**config.mk**
```make
export PLATFORM = sky130hd
export DESIGN_NAME = game_event_arbiter
export DESIGN_NICKNAME = d
export VERILOG_FILES = /design/src/rtl/game_evt_pkg.sv /design/src/rtl/game_event_arbiter_pend_counter.sv /design/src/rtl/game_event_arbiter.sv
export SDC_FILE = /design/constraint.sdc
export NUM_CORES = 1
export LEC_CHECK = 0
export CORE_MARGIN = 2
export CORE_UTILIZATION = 25
export CTS_CLUSTER_DIAMETER = 150
export CTS_CLUSTER_SIZE = 30
export DETAILED_ROUTE_END_ITERATION = 8
export HOLD_SLACK_MARGIN = 0.08
export PLACE_DENSITY_LB_ADDON = 0.08
export SLEW_MARGIN = 25
export SYNTH_ARGS = -nofsm -noshare
export SYNTH_HDL_FRONTEND = slang
export SYNTH_SLANG_ARGS = --single-unit
```
**constraint.sdc**
```tcl
create_clock -name clock -period 3.55 [get_ports clock]
set_clock_uncertainty 0.2 [all_clocks]
set_input_delay 0.5325 -clock clock [delete_from_list [all_inputs] [get_ports clock]]
set_output_delay 0.5325 -clock clock [all_outputs]
set_load 0.05 [all_outputs]
```
**src/rtl/game_evt_pkg.sv**
```systemverilog
// Shared encodings for the game event arbiter: game phases and event source IDs.
package game_evt_pkg;

  typedef enum logic [1:0] {
    PH_IDLE    = 2'd0,
    PH_RUNNING = 2'd1,
    PH_DRAIN   = 2'd2,
    PH_OVER    = 2'd3
  } phase_e;

  localparam logic EVT_SCORE = 1'b0;
  localparam logic EVT_TICK  = 1'b1;

endpackage

```
**src/rtl/game_event_arbiter_pend_counter.sv**
```systemverilog
// Saturating pending-event counter: counts gated pulses up, acks down,
// and flags a pulse that is lost because the count is already at max.
module pend_counter #(
  parameter int W = 4
) (
  input  logic         clock,
  input  logic         reset,
  input  logic         clr_i,
  input  logic         en_i,
  input  logic         inc_i,
  input  logic         dec_i,
  output logic [W-1:0] count_o,
  output logic         sat_drop_o
);

  localparam logic [W-1:0] MAX = '1;
  localparam logic [W-1:0] ONE = W'(1);

  logic [W-1:0] cnt_q, cnt_d;
  logic         inc_eff, dec_eff;

  always_comb begin
    inc_eff    = en_i & inc_i;
    dec_eff    = dec_i & (cnt_q != '0);
    sat_drop_o = inc_eff & ~dec_eff & (cnt_q == MAX);
    cnt_d      = cnt_q;
    if (clr_i) begin
      cnt_d = '0;
    end else if (inc_eff && !dec_eff && cnt_q != MAX) begin
      cnt_d = cnt_q + ONE;
    end else if (dec_eff && !inc_eff) begin
      cnt_d = cnt_q - ONE;
    end
  end

  always_ff @(posedge clock or negedge reset) begin
    if (!reset) cnt_q <= '0;
    else        cnt_q <= cnt_d;
  end

  assign count_o = cnt_q;

endmodule

```
**src/rtl/game_event_arbiter.sv**
```systemverilog
// Game event arbiter: phase FSM, pending-event capture and one-at-a-time
// valid/ack presentation. ARB_FIXED_PRIO_EN selects score-over-tick priority.
module game_event_arbiter
  import game_evt_pkg::*;
#(
  parameter int CNT_W  = 4,
  parameter int DROP_W = 8
) (
  input  logic              clock,
  input  logic              reset,
  input  logic              increment_score_pe,
  input  logic              game_clock_pe,
  input  logic              start_pe,
  input  logic              time_zero,
  output logic              evt_valid,
  output logic              evt_id,
  input  logic              evt_ack,
  output logic [CNT_W-1:0]  pend_score,
  output logic [CNT_W-1:0]  pend_tick,
  output logic [DROP_W-1:0] drop_count,
  output logic [1:0]        phase,
  output logic              game_over
);

  phase_e            phase_q, phase_d;
  logic              valid_q, valid_d;
  logic              id_q, id_d;
  logic [DROP_W-1:0] drop_q, drop_d;
  logic              clr, cap_en, ack_fire;
  logic              drop_s, drop_t;
  logic              has_s, has_t, sel_id;
  logic [1:0]        n_drops;
  logic [DROP_W:0]   drop_sum;

  assign ack_fire = valid_q & evt_ack;
  assign cap_en   = (phase_q == PH_RUNNING);
  assign clr      = start_pe & ((phase_q == PH_IDLE) | (phase_q == PH_OVER));

  pend_counter #(.W(CNT_W)) u_score (
    .clock      (clock),
    .reset      (reset),
    .clr_i      (clr),
    .en_i       (cap_en),
    .inc_i      (increment_score_pe),
    .dec_i      (ack_fire & (id_q == EVT_SCORE)),
    .count_o    (pend_score),
    .sat_drop_o (drop_s)
  );

  pend_counter #(.W(CNT_W)) u_tick (
    .clock      (clock),
    .reset      (reset),
    .clr_i      (clr),
    .en_i       (cap_en),
    .inc_i      (game_clock_pe),
    .dec_i      (ack_fire & (id_q == EVT_TICK)),
    .count_o    (pend_tick),
    .sat_drop_o (drop_t)
  );

  assign has_s = (pend_score != '0);
  assign has_t = (pend_tick != '0);

`ifdef ARB_FIXED_PRIO_EN
  assign sel_id = has_s ? EVT_SCORE : EVT_TICK;
`else
  // ptr_q names the source that wins the next tie; it flips away from each acked source
  logic ptr_q, ptr_d;

  always_comb begin
    ptr_d = ptr_q;
    if (ack_fire) ptr_d = ~id_q;
  end

  always_ff @(posedge clock or negedge reset) begin
    if (!reset) ptr_q <= EVT_SCORE;
    else        ptr_q <= ptr_d;
  end

  assign sel_id = (has_s & has_t) ? ptr_q : (has_s ? EVT_SCORE : EVT_TICK);
`endif

  always_comb begin
    phase_d = phase_q;
    unique case (phase_q)
      PH_IDLE:    if (start_pe) phase_d = PH_RUNNING;
      PH_RUNNING: if (time_zero) phase_d = PH_DRAIN;
      PH_DRAIN:   if (!has_s && !has_t && !valid_q) phase_d = PH_OVER;
      PH_OVER:    if (start_pe) phase_d = PH_RUNNING;
      default:    phase_d = PH_IDLE;
    endcase
  end

  // An ack always forces one empty cycle before the next event is offered
  always_comb begin
    valid_d = valid_q;
    id_d    = id_q;
    if (ack_fire) begin
      valid_d = 1'b0;
    end else if (!valid_q && (has_s || has_t)) begin
      valid_d = 1'b1;
      id_d    = sel_id;
    end
  end

  always_comb begin
    n_drops  = {1'b0, drop_s} + {1'b0, drop_t};
    drop_sum = {1'b0, drop_q} + {{(DROP_W-1){1'b0}}, n_drops};
    if (clr)                 drop_d = '0;
    else if (drop_sum[DROP_W]) drop_d = '1;
    else                     drop_d = drop_sum[DROP_W-1:0];
  end

  always_ff @(posedge clock or negedge reset) begin
    if (!reset) begin
      phase_q <= PH_IDLE;
      valid_q <= 1'b0;
      id_q    <= EVT_SCORE;
      drop_q  <= '0;
    end else begin
      phase_q <= phase_d;
      valid_q <= valid_d;
      id_q    <= id_d;
      drop_q  <= drop_d;
    end
  end

  assign evt_valid  = valid_q;
  assign evt_id     = id_q;
  assign drop_count = drop_q;
  assign phase      = phase_q;
  assign game_over  = (phase_q == PH_OVER);

endmodule

```
==> metrics.txt, run 1 <==
synth top area cells=dfrtp_1 39%, ha_1 6.6%, a21oi_1 5.6%; FP Rows=26; 1st-iter DRT viols=39; Finish-stage setup viols=0; share of cells above drive strength 1=0.1043; Layout Nets=about 180; CP endpoint kind=register; Synth Net Count=~150; Slew Limit Fails=0; post-synthesis cell type count=44; gr ovfl total=0; total of max-cap violations=0; H-tree depth=1; CTS resizes=0; dominant cell type by area after synthesis=dfrtp_1; number of antenna violations at the first check in global routing=0; core area=5140 µm²; Avg Inst Size Synth=9.871 µm²; critical path class=register to register; Leak=0.7571 nW; clk slew on worst S/H paths=90 ps; Synth top area share=0.3944; Root Buffer=clkbuf_8; TritonCTS clock tree=yes; relative slew slack=0.5941; IO buf count=27; chip width=about 77 µm; status=complete, no violations; first-pass GRT wire length=between 5000 and 6000 µm; fill cell count=around 570; synthesized cell area=1333 µm²; cts hold-fix bufs=0; post-synthesis sequential area ratio=0.3944; DR pass1 iterations=4; Tightest Pin Transition=608.8 ps; detailed-placement wirelength estimate=2407 µm; Cells after DPL=229; via count=1,102; commonest non-fill, non-tap cell in the layout=clkdlybuf4s50_1; CP arrival=3070 ps; final worst-path cycle share=0.8669; die area=5930 µm²; setup_tns=0 ps; Hold Fails Final Rpt=0; CTS Sinks=21; Slowest Stage Delay on Critical Path=700 ps; Setup Fix Bufs, Post-CTS=0; Clock Tree Buf Depth=2; pwr dens=between 800 and 900 nW/µm²; clock network fraction of total power=0.112; Synth Warn #=0; Routability Congestion=0.7778; die height=77.01 µm; CP max FO=7; post-route minimum period=between 3000 and 4000 ps; Max IR drop VDD=0.3283 mV; unrepaired setup endpoints after global routing=false; Cell Chain, Critical Path=or4_1, a211oi_1, fa_1, and4_1, and3_1, nand3_1, a21oi_1; DRT Wirelength=3250 µm; CTS buffer count=3; # diodes=0; Yosys reg bits=21; Net Sw Frac=0.5032; Syn-to-layout area delta=29.20%; largest net degree at the start of global routing=22; via-per-instance ratio=4.730; Worst EP required=3540 ps; vias in the first global route=1,150; Gate power share=0.621; I/O pin cnt=28; Initial Util=0.2593; DRC Markers=0; clk_lat worst skew=260 ps; Pint=0.7244 mW; non-filler cells, final=233; slowest cell on the critical path=or4_1; total net switching power=0.7337 mW; sequential power share=0.268; Detail Route Antenna Nets=0; fmax=325.0 MHz; Gate Count Post-Synth=~140; crit path launch type=register; Wirelength per Cell=13.95 µm; gr usage total=0.1166; commonest cells after routing, fill and taps aside=27 x clkdlybuf4s50_1, 21 x dfrtp_1, 15 x a21oi_1, 9 x inv_1, 9 x nand3_1; Hold WC Path Type=register to register
power groups by stage:
stage	clock network, mW	registers [mW]	logic, mW
global placement	0	0.389	0.892
CTS	0.174	0.389	0.917
global route	0.181	0.403	0.989
finish	0.163	0.390	0.905
detailed placement	0	0.392	0.913
floorplan	0	0.561	0.509
path summary, 6_finish.rpt:
kind,from,end,slack [ps],depth (start not counted)
hold reg to reg,ptr_q$_DFFE_PN0N_,ptr_q$_DFFE_PN0N_,300,1
setup reg to reg,u_score.count_o[1]$_DFFE_PN0P_,drop_count[5]$_DFF_PN0_,470,7
setup / recovery,u_score.count_o[1]$_DFFE_PN0P_,drop_count[5]$_DFF_PN0_,470,7
max in group asynchronous,reset,u_score.count_o[1]$_DFFE_PN0P_,2490,2
hold / removal,ptr_q$_DFFE_PN0N_,ptr_q$_DFFE_PN0N_,300,1
min in group asynchronous,reset,u_tick.count_o[1]$_DFFE_PN0P_,420,2
cell usage after synthesis, drive strengths merged:
cell    number
clkinv       1
a221oi       1
nor4         1
xor2         1
and2         4
nand3        9
and3         6
o31a         1
buf          1
a211o        1
ha           7
o21ai        4
nor3         5
nor2         3
o31ai        1
a22oi        1
nand2        8
dfrtp       21
a211oi       2
nand4        1
mux2i        3
a21oi       16
o32ai        1
o311ai       1
o22ai        1
or4          2
inv          9
o311a        1
fa           3
a21o         4
clkbuf       3
a31oi        1
xnor2        4
or2          1
and3b        2
nand2b       2
and4         2
sequential cells by signal, summed over array words and instances, names as in the netlist:
register / cells
drop_count: 8
evt_id: 1
evt_valid: 1
phase: 2
ptr_q: 1
u_score.count_o: 4
u_tick.count_o: 4
per-stage QoR:
step / total power, mW / utilization / instance area (µm²) / setup WS (ps) / hold slack (ps)
2_1_floorplan: 1.070 / - / 1333 / 546.9 / 36.91
3_3_place_gp: 1.281 / 0.3259 / 1675 / 402.9 / 263.3
3_5_place_dp: 1.305 / 0.3259 / 1675 / 333.3 / 267.2
4_1_cts: 1.479 / 0.3350 / 1722 / 424.8 / 287.8
5_1_grt: 1.573 / 0.3350 / 1722 / 256.5 / 325.5
6_report: 1.458 / 0.3350 / 1722 / 472.6 / 297.3
critical path: cells and delay by family, from the launching register on:
kind / cells / cell delay (ps)
DFF: 1 / 460
adders and majority gates: 1 / 330
and+or+nand+nor: 4 / 1420
AOI/OAI and AO/OA: 2 / 590
kinds of logic after synthesis:
kind of cell,share of synthesized area
AO/OA/AOI/OAI,0.1934
adder cells (fa/ha/maj),0.1108
flip-flops,0.3944
buffers and inverters,0.04882
multiplexers,0.02254
AND/OR/NAND/NOR,0.1972
XOR/XNOR,0.03286
routing by layer:
layer,track usage,share of wire,vias up,routed length (µm)
met5,0,0,-,0
met4,0.03929,0.0071,0,23
met3,0.02353,0.038,2,122
met2,0.1930,0.48,21,1560
met1,0.1518,0.48,535,1544
li1,-,-,544,-
layout make-up:
class	count	area (µm²)	share of cell area
well taps	70	87.58	0.05087
clock inverters	1	5.005	0.002907
multi-input cells	100	742.0	0.4310
repair buffers	28	277.8	0.1613
inverters	10	42.54	0.02471
clock buffers	3	41.29	0.02398
flip-flops and latches	21	525.5	0.3052
Power figures use the tool's default switching activity.
==> run 2: changes to the inputs <==
Settings changed: CTS_BUF_LIST from default to sky130_fd_sc_hd__clkbuf_16, CTS_CLUSTER_SIZE 30 to default, SLEW_MARGIN 25 to 20.
==> metrics.txt, run 2 (synthesis results as in run 1) <==
DRT Wirelength=3238 µm (was 3250 µm); Wirelength per Cell=13.90 µm (was 13.95 µm); gr ovfl total=0 (unchanged); Hold WC Path Type=register to register (unchanged); Detail Route Antenna Nets=0 (unchanged); non-filler cells, final=233 (unchanged); CP max FO=7 (unchanged); DRC Markers=0 (unchanged); H-tree depth=1 (unchanged); Routability Congestion=0.7778 (unchanged); chip width=77.01 µm (unchanged); I/O pin cnt=28 (unchanged); die height=77.01 µm (unchanged); 1st-iter DRT viols=37 (was 39); core area=5140 µm² (unchanged); total of max-cap violations=0 (unchanged); clock network fraction of total power=0.158 (was 0.112); number of antenna violations at the first check in global routing=0 (unchanged); Hold Fails Final Rpt=0 (unchanged); Setup Fix Bufs, Post-CTS=0 (unchanged); Layout Nets=181 (unchanged); Max IR drop VDD=0.3283 mV (about the same); reg-to-reg slack, setup=480 ps (was 470 ps); pwr dens=874.9 nW/µm² (was 846.9 nW/µm²); clk_lat worst skew=250 ps (was 260 ps); dpl cell area=1675 µm² (unchanged); post-route cell area=1755 µm² (was 1722 µm²); DR pass1 iterations=4 (unchanged); crit path launch type=register (unchanged); unrepaired setup endpoints after global routing=false (unchanged); IO buf count=27 (unchanged); Tightest Pin Transition=611.6 ps (was 608.8 ps); Net Sw Frac=0.4803 (was 0.5032); gr usage total=0.1166 (unchanged); total net switching power=0.7378 mW (was 0.7337 mW); CP endpoint kind=register (unchanged); Worst Setup SP=u_score.count_o[1]$_DFFE_PN0P_ (unchanged); via-per-instance ratio=4.781 (was 4.730); relative slew slack=0.5922 (was 0.5941); die area=5930 µm² (unchanged); fmax=325.6 MHz (was 325.0 MHz); largest net degree at the start of global routing=22 (unchanged); Syn-to-layout area delta=31.74% (was 29.20%); clk slew on worst S/H paths=60 ps (was 90 ps); final worst-path cycle share=0.8652 (was 0.8669); commonest cells after routing, fill and taps aside=27 x clkdlybuf4s50_1, 21 x dfrtp_1, 15 x a21oi_1, 9 x inv_1, 9 x nand3_1 (unchanged); Largest register FFs=8 (unchanged); Crit Reg-Reg Startpoint=u_score.count_o[1]$_DFFE_PN0P_ (unchanged); share of cells above drive strength 1=0.1043 (unchanged); Worst EP required=3520 ps (was 3540 ps); via count=1,114 (was 1,102); Finish-stage setup viols=0 (unchanged); Initial Util=0.2593 (unchanged); setup_tns=0 ps (unchanged); detailed-placement wirelength estimate=2407 µm (unchanged); sequential power share=0.254 (was 0.268); cts hold-fix bufs=0 (unchanged); status=complete, no violations (unchanged); Slew Limit Fails=0 (unchanged); worst r2r dst=drop_count[5]$_DFF_PN0_ (unchanged); HP Start=ptr_q$_DFFE_PN0N_ (unchanged); critical path class=register to register (unchanged); Cells after DPL=229 (unchanged); # diodes=0 (unchanged); first-pass GRT wire length=5609 µm (unchanged); commonest non-fill, non-tap cell in the layout=clkdlybuf4s50_1 (unchanged); CTS Sinks=21 (unchanged); CP endpoint=drop_count[5]$_DFF_PN0_ (unchanged); Root Buffer=clkbuf_16 (was clkbuf_8); Gate power share=0.588 (was 0.621); Pint=0.7981 mW (was 0.7244 mW); Worst R2R Path Depth=7 (unchanged); vias in the first global route=1,151 (was 1,150); Clock Tree Buf Depth=2 (unchanged); TritonCTS clock tree=yes (unchanged); CTS resizes=0 (unchanged); post-route minimum period=3072 ps (was 3077 ps); CP arrival=3050 ps (was 3070 ps); Leak=0.7725 nW (was 0.7571 nW); CTS buffer count=3 (unchanged); FP Rows=26 (unchanged)
[run 2: cell types whose count changed in the layout (fill, tap and decap cells not counted)]
cell / previous run / this run
clkbuf_8: 3 / 0
clkbuf_16: 0 / 3
[run 2: power groups by stage]
stage | combinational [mW] | sequential, mW | clock [mW]
5_1_grt | 0.989 | 0.404 | 0.261
6_report | 0.904 | 0.389 | 0.243
3_5_place_dp | 0.913 | 0.392 | 0
4_1_cts | 0.917 | 0.390 | 0.256
2_1_floorplan | 0.509 | 0.561 | 0
3_3_place_gp | 0.892 | 0.389 | 0
[run 2: stage by stage]
stage	hold WS (ps)	total power [mW]	util	worst slack [ps]
finish	288.3	1.536	0.3415	478.4
floorplan	36.91	1.070	-	546.9
CTS	282.3	1.562	0.3415	426.8
global route	319.3	1.654	0.3415	259.7
global placement	263.3	1.281	0.3259	402.9
detailed placement	267.2	1.305	0.3259	333.3
[run 2: cell type report]
class | count | area, µm²
flip-flops and latches | 21 | 525.5
inverters | 10 | 42.54
well taps | 70 | 87.58
multi-input cells | 100 | 742.0
clock buffers | 3 | 75.07
clock inverters | 1 | 5.005
fillers | 563 | 3385
repair buffers | 28 | 277.8
[run 2: routing by layer]
metal,vias up,routed length (µm),GRT usage
met5,-,0,0
met4,0,23,0.03929
met3,2,123,0.02353
met2,22,1575,0.1930
met1,545,1516,0.1518
li1,545,-,-
[run 2: critical path: stages (launching register included)]
cell and delay [ps]:
dfrtp_1 450, or4_1 700, a211oi_1 380, fa_1 330, and4_1 260, and3_1 240, nand3_1 220, a21oi_1 210
[run 2: worst min path at each step]
stage                              end  slack [ps]  cells after the start
6_report             ptr_q$_DFFE_PN0N_         290                      1
3_3_place_gp         ptr_q$_DFFE_PN0N_         260                      1
3_5_place_dp         ptr_q$_DFFE_PN0N_         270                      1
2_1_floorplan  drop_count[0]$_DFF_PN0_          40                      0
4_1_cts              ptr_q$_DFFE_PN0N_         280                      1
5_1_grt              ptr_q$_DFFE_PN0N_         320                      1
==> run 3: changes to the inputs <==
Settings changed: CORE_MARGIN 2 to 4, SLEW_MARGIN 20 to 40.
==> metrics.txt, run 3 (synthesis results as in run 1) <==
status=complete, no violations (unchanged); TritonCTS clock tree=yes (unchanged); DRT Wirelength=3264 µm (was 3238 µm); cts hold-fix bufs=0 (unchanged); via count=1,117 (was 1,114); Tightest Pin Transition=623.6 ps (was 611.6 ps); DRC Markers=0 (unchanged); CTS buffer count=3 (unchanged); commonest non-fill, non-tap cell in the layout=clkdlybuf4s50_1 (unchanged); vias in the first global route=1,083 (was 1,151); total of max-cap violations=0 (unchanged); CTS resizes=0 (unchanged); Clock Tree Buf Depth=2 (unchanged); Syn-to-layout area delta=30.80% (was 31.74%); I/O pin cnt=28 (unchanged); FP Rows=26 (unchanged); # diodes=0 (unchanged); first-pass GRT wire length=5423 µm (was 5609 µm); Largest register FFs=8 (unchanged); setup_tns=0 ps (unchanged); pwr dens=881.1 nW/µm² (was 874.9 nW/µm²); Overall Power=1.536 mW (about the same); Initial Util=0.2593 (unchanged); final worst-path cycle share=0.8675 (was 0.8652); IO buf count=27 (unchanged); Hold WC Path Type=input pin to async pin (was register to register); via-per-instance ratio=4.815 (was 4.781); H-tree depth=1 (unchanged); Routability Congestion=0.7647 (was 0.7778); Core Util, Final=0.3391 (was 0.3415); Worst EP required=3530 ps (was 3520 ps); largest delay contributor family on the critical path=simple AND/OR/NAND/NOR gates (unchanged); Highest Signal Layer=met4 (unchanged); detailed-placement wirelength estimate=2391 µm (was 2407 µm); relative slew slack=0.5843 (was 0.5922); slowest cell on the critical path=or4_1 (unchanged); Cell Chain, Critical Path=or4_1, a211oi_1, fa_1, and4_1, and3_1, nand3_1, a21oi_1 (unchanged); share of cells above drive strength 1=0.1049 (was 0.1043); clk_lat worst skew=250 ps (about the same); metal2 WL=1503 µm (was 1575 µm); Slowest Stage Delay on Critical Path=700 ps (about the same); CP max FO=7 (unchanged); 1st-iter DRT viols=86 (was 37); unrepaired setup endpoints after global routing=false (unchanged); fmax=324.7 MHz (was 325.6 MHz); Worst Path Buf+Inv=0 (unchanged); post-route minimum period=3080 ps (was 3072 ps); Wirelength per Cell=14.07 µm (was 13.90 µm); core area=5140 µm² (unchanged); number of antenna violations at the first check in global routing=0 (unchanged); non-filler cells, final=232 (was 233); Leak=0.7677 nW (was 0.7725 nW); die height=81.01 µm (was 77.01 µm); Max IR drop VDD=0.3157 mV (was 0.3283 mV); met3 routed WL=121 µm (was 123 µm); largest net degree at the start of global routing=22 (unchanged); commonest cells after routing, fill and taps aside=26 x clkdlybuf4s50_1, 21 x dfrtp_1, 15 x a21oi_1, 9 x inv_1, 9 x nand3_1 (was 27 x clkdlybuf4s50_1, 21 x dfrtp_1, 15 x a21oi_1, 9 x inv_1, 9 x nand3_1); gr ovfl total=0 (unchanged); Finish-stage setup viols=0 (unchanged); CTS Sinks=21 (unchanged); clk slew on worst S/H paths=60 ps (about the same); crit path launch type=register (unchanged); Slew Limit Fails=0 (unchanged); CP arrival=3060 ps (was 3050 ps); Post-Route M1 WL=1596 µm (was 1516 µm); CP endpoint kind=register (unchanged); Hold Fails Final Rpt=0 (unchanged); Setup Fix Bufs, Post-CTS=0 (unchanged); Detail Route Antenna Nets=0 (unchanged); DR pass1 iterations=4 (unchanged); Cells after DPL=228 (was 229); die area=6562 µm² (was 5930 µm²); gr usage total=0.1063 (was 0.1166); chip width=81.01 µm (was 77.01 µm); critical path class=register to register (unchanged); Layout Nets=180 (was 181); Root Buffer=clkbuf_16 (unchanged)
## run 3: area by class of cell
| type | instances | area, µm² |
|---|---|---|
| repair buffers | 27 | 265.3 |
| inverters | 10 | 42.54 |
| multi-input cells | 100 | 742.0 |
| fillers | 546 | 3397 |
| flip-flops and latches | 21 | 525.5 |
| well taps | 70 | 87.58 |
| clock inverters | 1 | 5.005 |
| clock buffers | 3 | 75.07 |
## run 3: path summary, 6_finish.rpt
path	start	end	slack [ps]	cells past startpoint
hold reg to reg	ptr_q$_DFFE_PN0N_	ptr_q$_DFFE_PN0N_	290	1
setup / recovery	u_score.count_o[1]$_DFFE_PN0P_	drop_count[0]$_DFF_PN0_	470	7
min in group clock	ptr_q$_DFFE_PN0N_	ptr_q$_DFFE_PN0N_	290	1
max in group asynchronous	reset	drop_count[6]$_DFF_PN0_	2740	1
hold / removal	reset	evt_id$_DFFE_PN0P_	50	1
setup reg to reg	u_score.count_o[1]$_DFFE_PN0P_	drop_count[0]$_DFF_PN0_	470	7
## run 3: metrics by stage
step                      setup WS, ps  hold WS (ps)  area [µm²]
after CTS                        441.0         80.90        1743
after global routing             218.8         94.49        1743
after detailed placement         365.1         270.9        1663
after floorplan                  546.9         36.91        1333
after global placement           396.6         262.0        1668
final                            470.3         51.12        1743
## run 3: layer usage
layer / global-route usage / up-vias
met3: 0.02328 / 4
met4: 0.04054 / 0
met1: 0.1391 / 549
li1: - / 542
met5: 0 / -
met2: 0.1708 / 22
## run 3: report_power, final
part | leakage [nW] | switching (mW) | internal [mW]
Combinational | 0.455 | 0.562 | 0.340
Clock | 0.0409 | 0.0947 | 0.152
Sequential | 0.272 | 0.0838 | 0.304
